File: config.mk
export PLATFORM = sky130hd
export DESIGN_NAME = stopwatch_timekeeper
export DESIGN_NICKNAME = d
export VERILOG_FILES = /design/src/rtl/stopwatch_timekeeper.sv
export SDC_FILE = /design/constraint.sdc
export NUM_CORES = 1
export LEC_CHECK = 0
export ABC_AREA = 1
export BUFFER_PORTS_ARGS = -buffer_cell sky130_fd_sc_hd__buf_2
export CAP_MARGIN = 10
export CORE_ASPECT_RATIO = 1.1
export CORE_UTILIZATION = 44
export CTS_BUF_LIST = sky130_fd_sc_hd__clkbuf_4 sky130_fd_sc_hd__clkbuf_8 sky130_fd_sc_hd__clkbuf_16
export DETAILED_ROUTE_END_ITERATION = 16
export PLACE_DENSITY = 0.71
export SYNTH_ARGS = -nofsm -noshare
export SYNTH_HDL_FRONTEND = slang
export SYNTH_SLANG_ARGS = --single-unit
File: constraint.sdc
create_clock -name clock -period 4.64 [get_ports clock]
set_clock_uncertainty 0.05 [all_clocks]
set_input_delay 1.16 -clock clock [delete_from_list [all_inputs] [get_ports clock]]
set_output_delay 1.16 -clock clock [all_outputs]
set_load 0.05 [all_outputs]
File: src/rtl/stopwatch_timekeeper.sv
// Stopwatch timekeeper: source end of the minutes/seconds interface feeding the
// seven-segment display driver.
//
// Raw push-buttons are synchronised (2-FF), debounced (level changes only after
// DEBOUNCE_CYCLES consecutive differing synchronised cycles) and edge-detected into
// one-cycle press pulses. A start/stop/pause FSM gates a prescaler that produces a
// 1 Hz tick, which advances a 00:00..59:59 count with a sticky overflow flag.
//
// Optional build macro: STOPWATCH_LAP_HOLD_EN
//   When defined, btn_lap is conditioned like the other buttons and a lap press while
//   running toggles a display hold (outputs freeze, internal counting continues).
//   When undefined, btn_lap is ignored and the outputs always show the live count.
//
// Parameters:
//   CLK_HZ          - clock cycles per counted second
//   DEBOUNCE_CYCLES - stable synchronised cycles before a debounced level changes
//
// Ports:
//   clock          in   system clock
//   reset          in   asynchronous, active-high reset
//   btn_start_stop in   raw start/stop button (asynchronous, active-high)
//   btn_clear      in   raw clear button (asynchronous, active-high)
//   btn_lap        in   raw lap button (only used with STOPWATCH_LAP_HOLD_EN)
//   minutes        out  displayed minutes, 0..59
//   seconds        out  displayed seconds, 0..59
//   running        out  high while the FSM is in the running state
//   overflow       out  sticky, set when the count wraps 59:59 -> 00:00

module stopwatch_timekeeper #(
    parameter int unsigned CLK_HZ          = 100000000,
    parameter int unsigned DEBOUNCE_CYCLES = 1000000
) (
    input  logic       clock,
    input  logic       reset,
    input  logic       btn_start_stop,
    input  logic       btn_clear,
    input  logic       btn_lap,
    output logic [5:0] minutes,
    output logic [5:0] seconds,
    output logic       running,
    output logic       overflow
);

    localparam int unsigned PW = (CLK_HZ > 1) ? $clog2(CLK_HZ) : 1;
    localparam int unsigned CW = (DEBOUNCE_CYCLES > 1) ? $clog2(DEBOUNCE_CYCLES) : 1;
    localparam logic [PW-1:0] PrescMax = PW'(CLK_HZ - 1);
    localparam logic [CW-1:0] CntMax   = CW'(DEBOUNCE_CYCLES - 1);

    localparam int unsigned IdxSs  = 0;
    localparam int unsigned IdxClr = 1;

`ifdef STOPWATCH_LAP_HOLD_EN
    localparam int unsigned NB     = 3;
    localparam int unsigned IdxLap = 2;
`else
    localparam int unsigned NB     = 2;
`endif

    typedef enum logic [1:0] {
        StIdle    = 2'd0,
        StRunning = 2'd1,
        StPaused  = 2'd2
    } state_e;

    // ------------------------------------------------------------------
    // Button conditioning
    // ------------------------------------------------------------------
    logic [NB-1:0] btn_raw;
    logic [NB-1:0] sync1_q;
    logic [NB-1:0] sync2_q;
    logic [NB-1:0] deb_q;
    logic [NB-1:0] deb_prev_q;
    logic [CW-1:0] cnt_q [NB];
    logic [NB-1:0] press;

`ifdef STOPWATCH_LAP_HOLD_EN
    assign btn_raw = {btn_lap, btn_clear, btn_start_stop};
`else
    assign btn_raw = {btn_clear, btn_start_stop};
    logic unused_btn_lap;
    assign unused_btn_lap = btn_lap;
`endif

    always_ff @(posedge clock or posedge reset) begin
        if (reset) begin
            sync1_q    <= '0;
            sync2_q    <= '0;
            deb_q      <= '0;
            deb_prev_q <= '0;
            for (int i = 0; i < int'(NB); i++) begin
                cnt_q[i] <= '0;
            end
        end else begin
            sync1_q    <= btn_raw;
            sync2_q    <= sync1_q;
            deb_prev_q <= deb_q;
            for (int i = 0; i < int'(NB); i++) begin
                if (sync2_q[i] == deb_q[i]) begin
                    cnt_q[i] <= '0;
                end else if (cnt_q[i] == CntMax) begin
                    // Differed for DEBOUNCE_CYCLES consecutive cycles: accept new level.
                    deb_q[i] <= sync2_q[i];
                    cnt_q[i] <= '0;
                end else begin
                    cnt_q[i] <= cnt_q[i] + 1'b1;
                end
            end
        end
    end

    // One-cycle pulse in the cycle after a debounced rising transition.
    assign press = deb_q & ~deb_prev_q;

    logic ss_pulse;
    logic clr_pulse;
    assign ss_pulse  = press[IdxSs];
    assign clr_pulse = press[IdxClr];

    // ------------------------------------------------------------------
    // FSM and time-of-count
    // ------------------------------------------------------------------
    state_e        state_q, state_d;
    logic [PW-1:0] presc_q, presc_d;
    logic [5:0]    sec_q, sec_d;
    logic [5:0]    min_q, min_d;
    logic          ovf_q, ovf_d;
    logic          running_q, running_d;

    always_ff @(posedge clock or posedge reset) begin
        if (reset) begin
            state_q   <= StIdle;
            presc_q   <= '0;
            sec_q     <= '0;
            min_q     <= '0;
            ovf_q     <= 1'b0;
            running_q <= 1'b0;
        end else begin
            state_q   <= state_d;
            presc_q   <= presc_d;
            sec_q     <= sec_d;
            min_q     <= min_d;
            ovf_q     <= ovf_d;
            running_q <= running_d;
        end
    end

    always_comb begin
        state_d = state_q;
        presc_d = presc_q;
        sec_d   = sec_q;
        min_d   = min_q;
        ovf_d   = ovf_q;

        if (clr_pulse) begin
            // Clear dominates any simultaneous start/stop press.
            state_d = StIdle;
            presc_d = '0;
            sec_d   = '0;
            min_d   = '0;
            ovf_d   = 1'b0;
        end else begin
            if (state_q == StRunning) begin
                if (presc_q == PrescMax) begin
                    presc_d = '0;
                    if (sec_q == 6'd59) begin
                        sec_d = '0;
                        if (min_q == 6'd59) begin
                            min_d = '0;
                            ovf_d = 1'b1;
                        end else begin
                            min_d = min_q + 6'd1;
                        end
                    end else begin
                        sec_d = sec_q + 6'd1;
                    end
                end else begin
                    presc_d = presc_q + PW'(1);
                end
            end

            if (ss_pulse) begin
                unique case (state_q)
                    StIdle: begin
                        state_d = StRunning;
                        presc_d = '0;
                    end
                    // Prescaler simply stops advancing, keeping the fractional second.
                    StRunning: state_d = StPaused;
                    StPaused:  state_d = StRunning;
                    default:   state_d = StIdle;
                endcase
            end
        end

        running_d = (state_d == StRunning);
    end

    assign running  = running_q;
    assign overflow = ovf_q;

    // ------------------------------------------------------------------
    // Display path
    // ------------------------------------------------------------------
`ifdef STOPWATCH_LAP_HOLD_EN
    logic       lap_pulse;
    logic       hold_q, hold_d;
    logic [5:0] hold_min_q, hold_min_d;
    logic [5:0] hold_sec_q, hold_sec_d;

    assign lap_pulse = press[IdxLap];

    always_ff @(posedge clock or posedge reset) begin
        if (reset) begin
            hold_q     <= 1'b0;
            hold_min_q <= '0;
            hold_sec_q <= '0;
        end else begin
            hold_q     <= hold_d;
            hold_min_q <= hold_min_d;
            hold_sec_q <= hold_sec_d;
        end
    end

    always_comb begin
        hold_d     = hold_q;
        hold_min_d = hold_min_q;
        hold_sec_d = hold_sec_q;
        if (clr_pulse) begin
            hold_d = 1'b0;
        end else if (lap_pulse && (state_q == StRunning)) begin
            hold_d = ~hold_q;
            if (!hold_q) begin
                // Capture the count as displayed when the lap press lands.
                hold_min_d = min_q;
                hold_sec_d = sec_q;
            end
        end
    end

    assign minutes = hold_q ? hold_min_q : min_q;
    assign seconds = hold_q ? hold_sec_q : sec_q;
`else
    assign minutes = min_q;
    assign seconds = sec_q;
`endif

endmodule
==> impl_metrics.yaml <==
pwr:
  p_int_uw: 1170
  finalPower_uw: 1530
  p_sw_uw: 353
  seq_power_share_pct: 52.6
  ir_drop_v: 0.000168
  cellPowerDensity_nw_per_um2: 269
  power_frac_clock_pct: 45.2
  leakage_uw: 0.00259
  p_sw_share_pct: 23.1
  p_comb_share_pct: 2.2
drt:
  via_count: 4407
  first_pass_iters: 4
  drt_wl_total_um: 10400
  ant_nets: 0
  viasPerCell: 5.11
  wl_per_cell_um: 12.1
  drcViolationCount: 0
  drt_iter0_drc: 286
placed_design:
  place_congestion: 0.903
  dp_hpwl_um: 7500
  post_dp_cell_area_um2: 5400
  io_buffers: 17
  dp_cells: 847
worst_setup_path:
  cpPeakStageDelay_ns: 0.46
  crit_type: "register to output pin"
  worstPathRequired_ns: 3.43
  critPathTopFamily: "flip-flops"
  crit_arrival_ns: 1.10
  reg2reg_slack_ns: 2.79
  cp_num_buf_inv: 1
  cp-end-kind: "output pin"
  critical_path.cell_chain: "buf_2"
  slowest_stage: "dfrtp_1"
  crit_fanout: 7
  start_kind: "register"
yosys:
  synth_cell_types: 37
  synth_area_leaders: "dfrtp_1 44%, nand2_1 11%, nor2_1 9.5%, inv_1 6.6%, nand3_1 4.3%"
  synth.most_common_cell: "nand2_1"
  syn_avg_cell_area_um2: 7.57
  synth_simple_gate_area_share_pct: 37.6
  netlist_area_um2: 5160
  yosysWarningCount: 0
  ys_ff_latch: 91
  synth_compound_area_share_pct: 4.46
  yosysTopAreaCell: "dfrtp_1"
  synthFlopType: "dfrtp_1"
  muxShareOfSynthArea_pct: 0
  ys_top_cells_by_count: "145 x nand2_1, 131 x nor2_1, 91 x dfrtp_1, 91 x inv_1, 44 x nand3_1"
  seq_area_frac_synth_pct: 44.1
  synth_xor_xnor_area_share_pct: 4.75
  synth_top_family_by_area: "simple AND/OR/NAND/NOR gates"
  synth_top_area_share_pct: 44.1
  yosys.area_share.adder_pct: 1.21
  syn-num-nets: 692
  synth-edff-count: 0
  synthCells: 682
  synthArstFlopShare_pct: 100
global_route:
  track_usage_pct: 18.4
  grt_max_degree: 79
  grt_pass1_vias: 4133
  grt_overflow: 0
  grt_pass1_wl_um: 18400
  antenna_found_initial: 0
timing:
  final_hold_viol_count: 0
  clock.fmax_mhz: 433
  whs_ns: 0.299
  post-route-period-util_pct: 49.8
  maxSlewViolCount: 0
  relSlewSlack_pct: 35.4
  worst_slew_pin_slew_ns: 0.969
  setup_viol_count_final: 0
  setup-tns-final_ns: 0
  period_needed_ns: 2.31
  rsz0062_at_grt: "no"
final_layout:
  design_area_um2: 5670
  area_growth_pct: 9.92
  num_antenna_cells: 0
  stdcell_count: 863
  final_nets: 718
  drive_gt1_share_pct: 11.6
clock_network:
  clkSinkCount: 91
  tritoncts: "yes"
  clockBufferDepth: 2
  cts_resized: 0
  cts_buffers: 9
  h-tree-depth: 3
  clk_pin_slew_ns: 0.07
  worstSkewPairLatency_ns: 0.34
  cts_root_buf: "clkbuf_16"
  post_cts_buffers: 0
  postCtsHoldBufs: 0
die:
  fp-row-count: 41
  die_w_um: 105
  dieArea_um2: 12200
  die_h_um: 116
  start_util_pct: 45.1
  core_um2: 11400
  io_pins: 19
run_status:
  status: "completed"
min_path:
  hold_path_class: "register to register"
run:
  max-cap-violations: 0
## flip-flops by register name, indices dropped and copies added, names as in the netlist
signal      cells
sync1_q         2
overflow        1
presc_q        27
minutes         6
sync2_q         2
running         1
state_q         2
deb_prev_q      2
cnt_q          40
deb_q           2
seconds         6
## per-stage QoR
stage / util [%] / worst slack (ns)
after floorplan: - / 1.07
after global placement: 47.2 / 2.19
after detailed placement: 47.2 / 2.17
after CTS: 49.6 / 2.30
after global routing: 49.6 / 2.29
final: 49.6 / 2.33
## path summary, 6_finish.rpt
check | startpoint | depth (start not counted) | to
max in group asynchronous | reset | 3 | presc_q[14]
min in group asynchronous | reset | 2 | cnt_q[3]
hold reg to reg | sync1_q[1] | 0 | sync2_q[1]
hold / removal | sync1_q[1] | 0 | sync2_q[1]
setup / recovery | minutes[2] | 1 | minutes[2]
setup reg to reg | presc_q[0] | 10 | presc_q[12]
## area by class of cell
type                    count  area (um^2)
well taps                 150          188
flip-flops and latches     91         2280
clock buffers               9          225
fillers                  1090         5770
clock inverters             7         50.0
inverters                  96          362
multi-input cells         492         2480
repair buffers             18         92.6
## power by group through the flow
stage | logic [uW] | registers, uW | clock network [uW]
after CTS | 35.9 | 803 | 712
after detailed placement | 35.7 | 818 | 0
after global routing | 41.4 | 803 | 740
after global placement | 35.0 | 818 | 0
final | 34.0 | 803 | 690
after floorplan | 25.4 | 817 | 0
## logic make-up after synthesis
kind of cell / Yosys count
buffers and inverters: 99
adder cells (fa/ha/maj): 5
AO/OA/AOI/OAI: 38
XOR/XNOR: 28
flip-flops: 91
AND/OR/NAND/NOR: 421
## layer usage
metal,share of wire [%],track usage (%)
met1,46,23.5
met2,50,32.0
met3,3.5,3.43
met4,1.1,5.63
met5,0,0
## cells in the final DEF, fill, tap and decap left out, types with 5 or more instances in the layout
cell type	netlist	layout
a21oi_1	14	14
buf_2	0	17
clkbuf_16	0	9
dfrtp_1	91	91
ha_1	5	5
inv_1	91	90
nand2_1	145	145
nand2_2	10	10
nand2_4	5	5
nand3_1	44	44
nand4_1	22	22
nor2_1	131	131
nor2_2	8	8
nor2_4	5	5
nor3_1	31	31
nor3b_1	7	7
o21ai_0	10	10
o21ai_2	6	6
xnor2_1	5	5
xor2_1	23	23
Power figures use the tool's default switching activity.
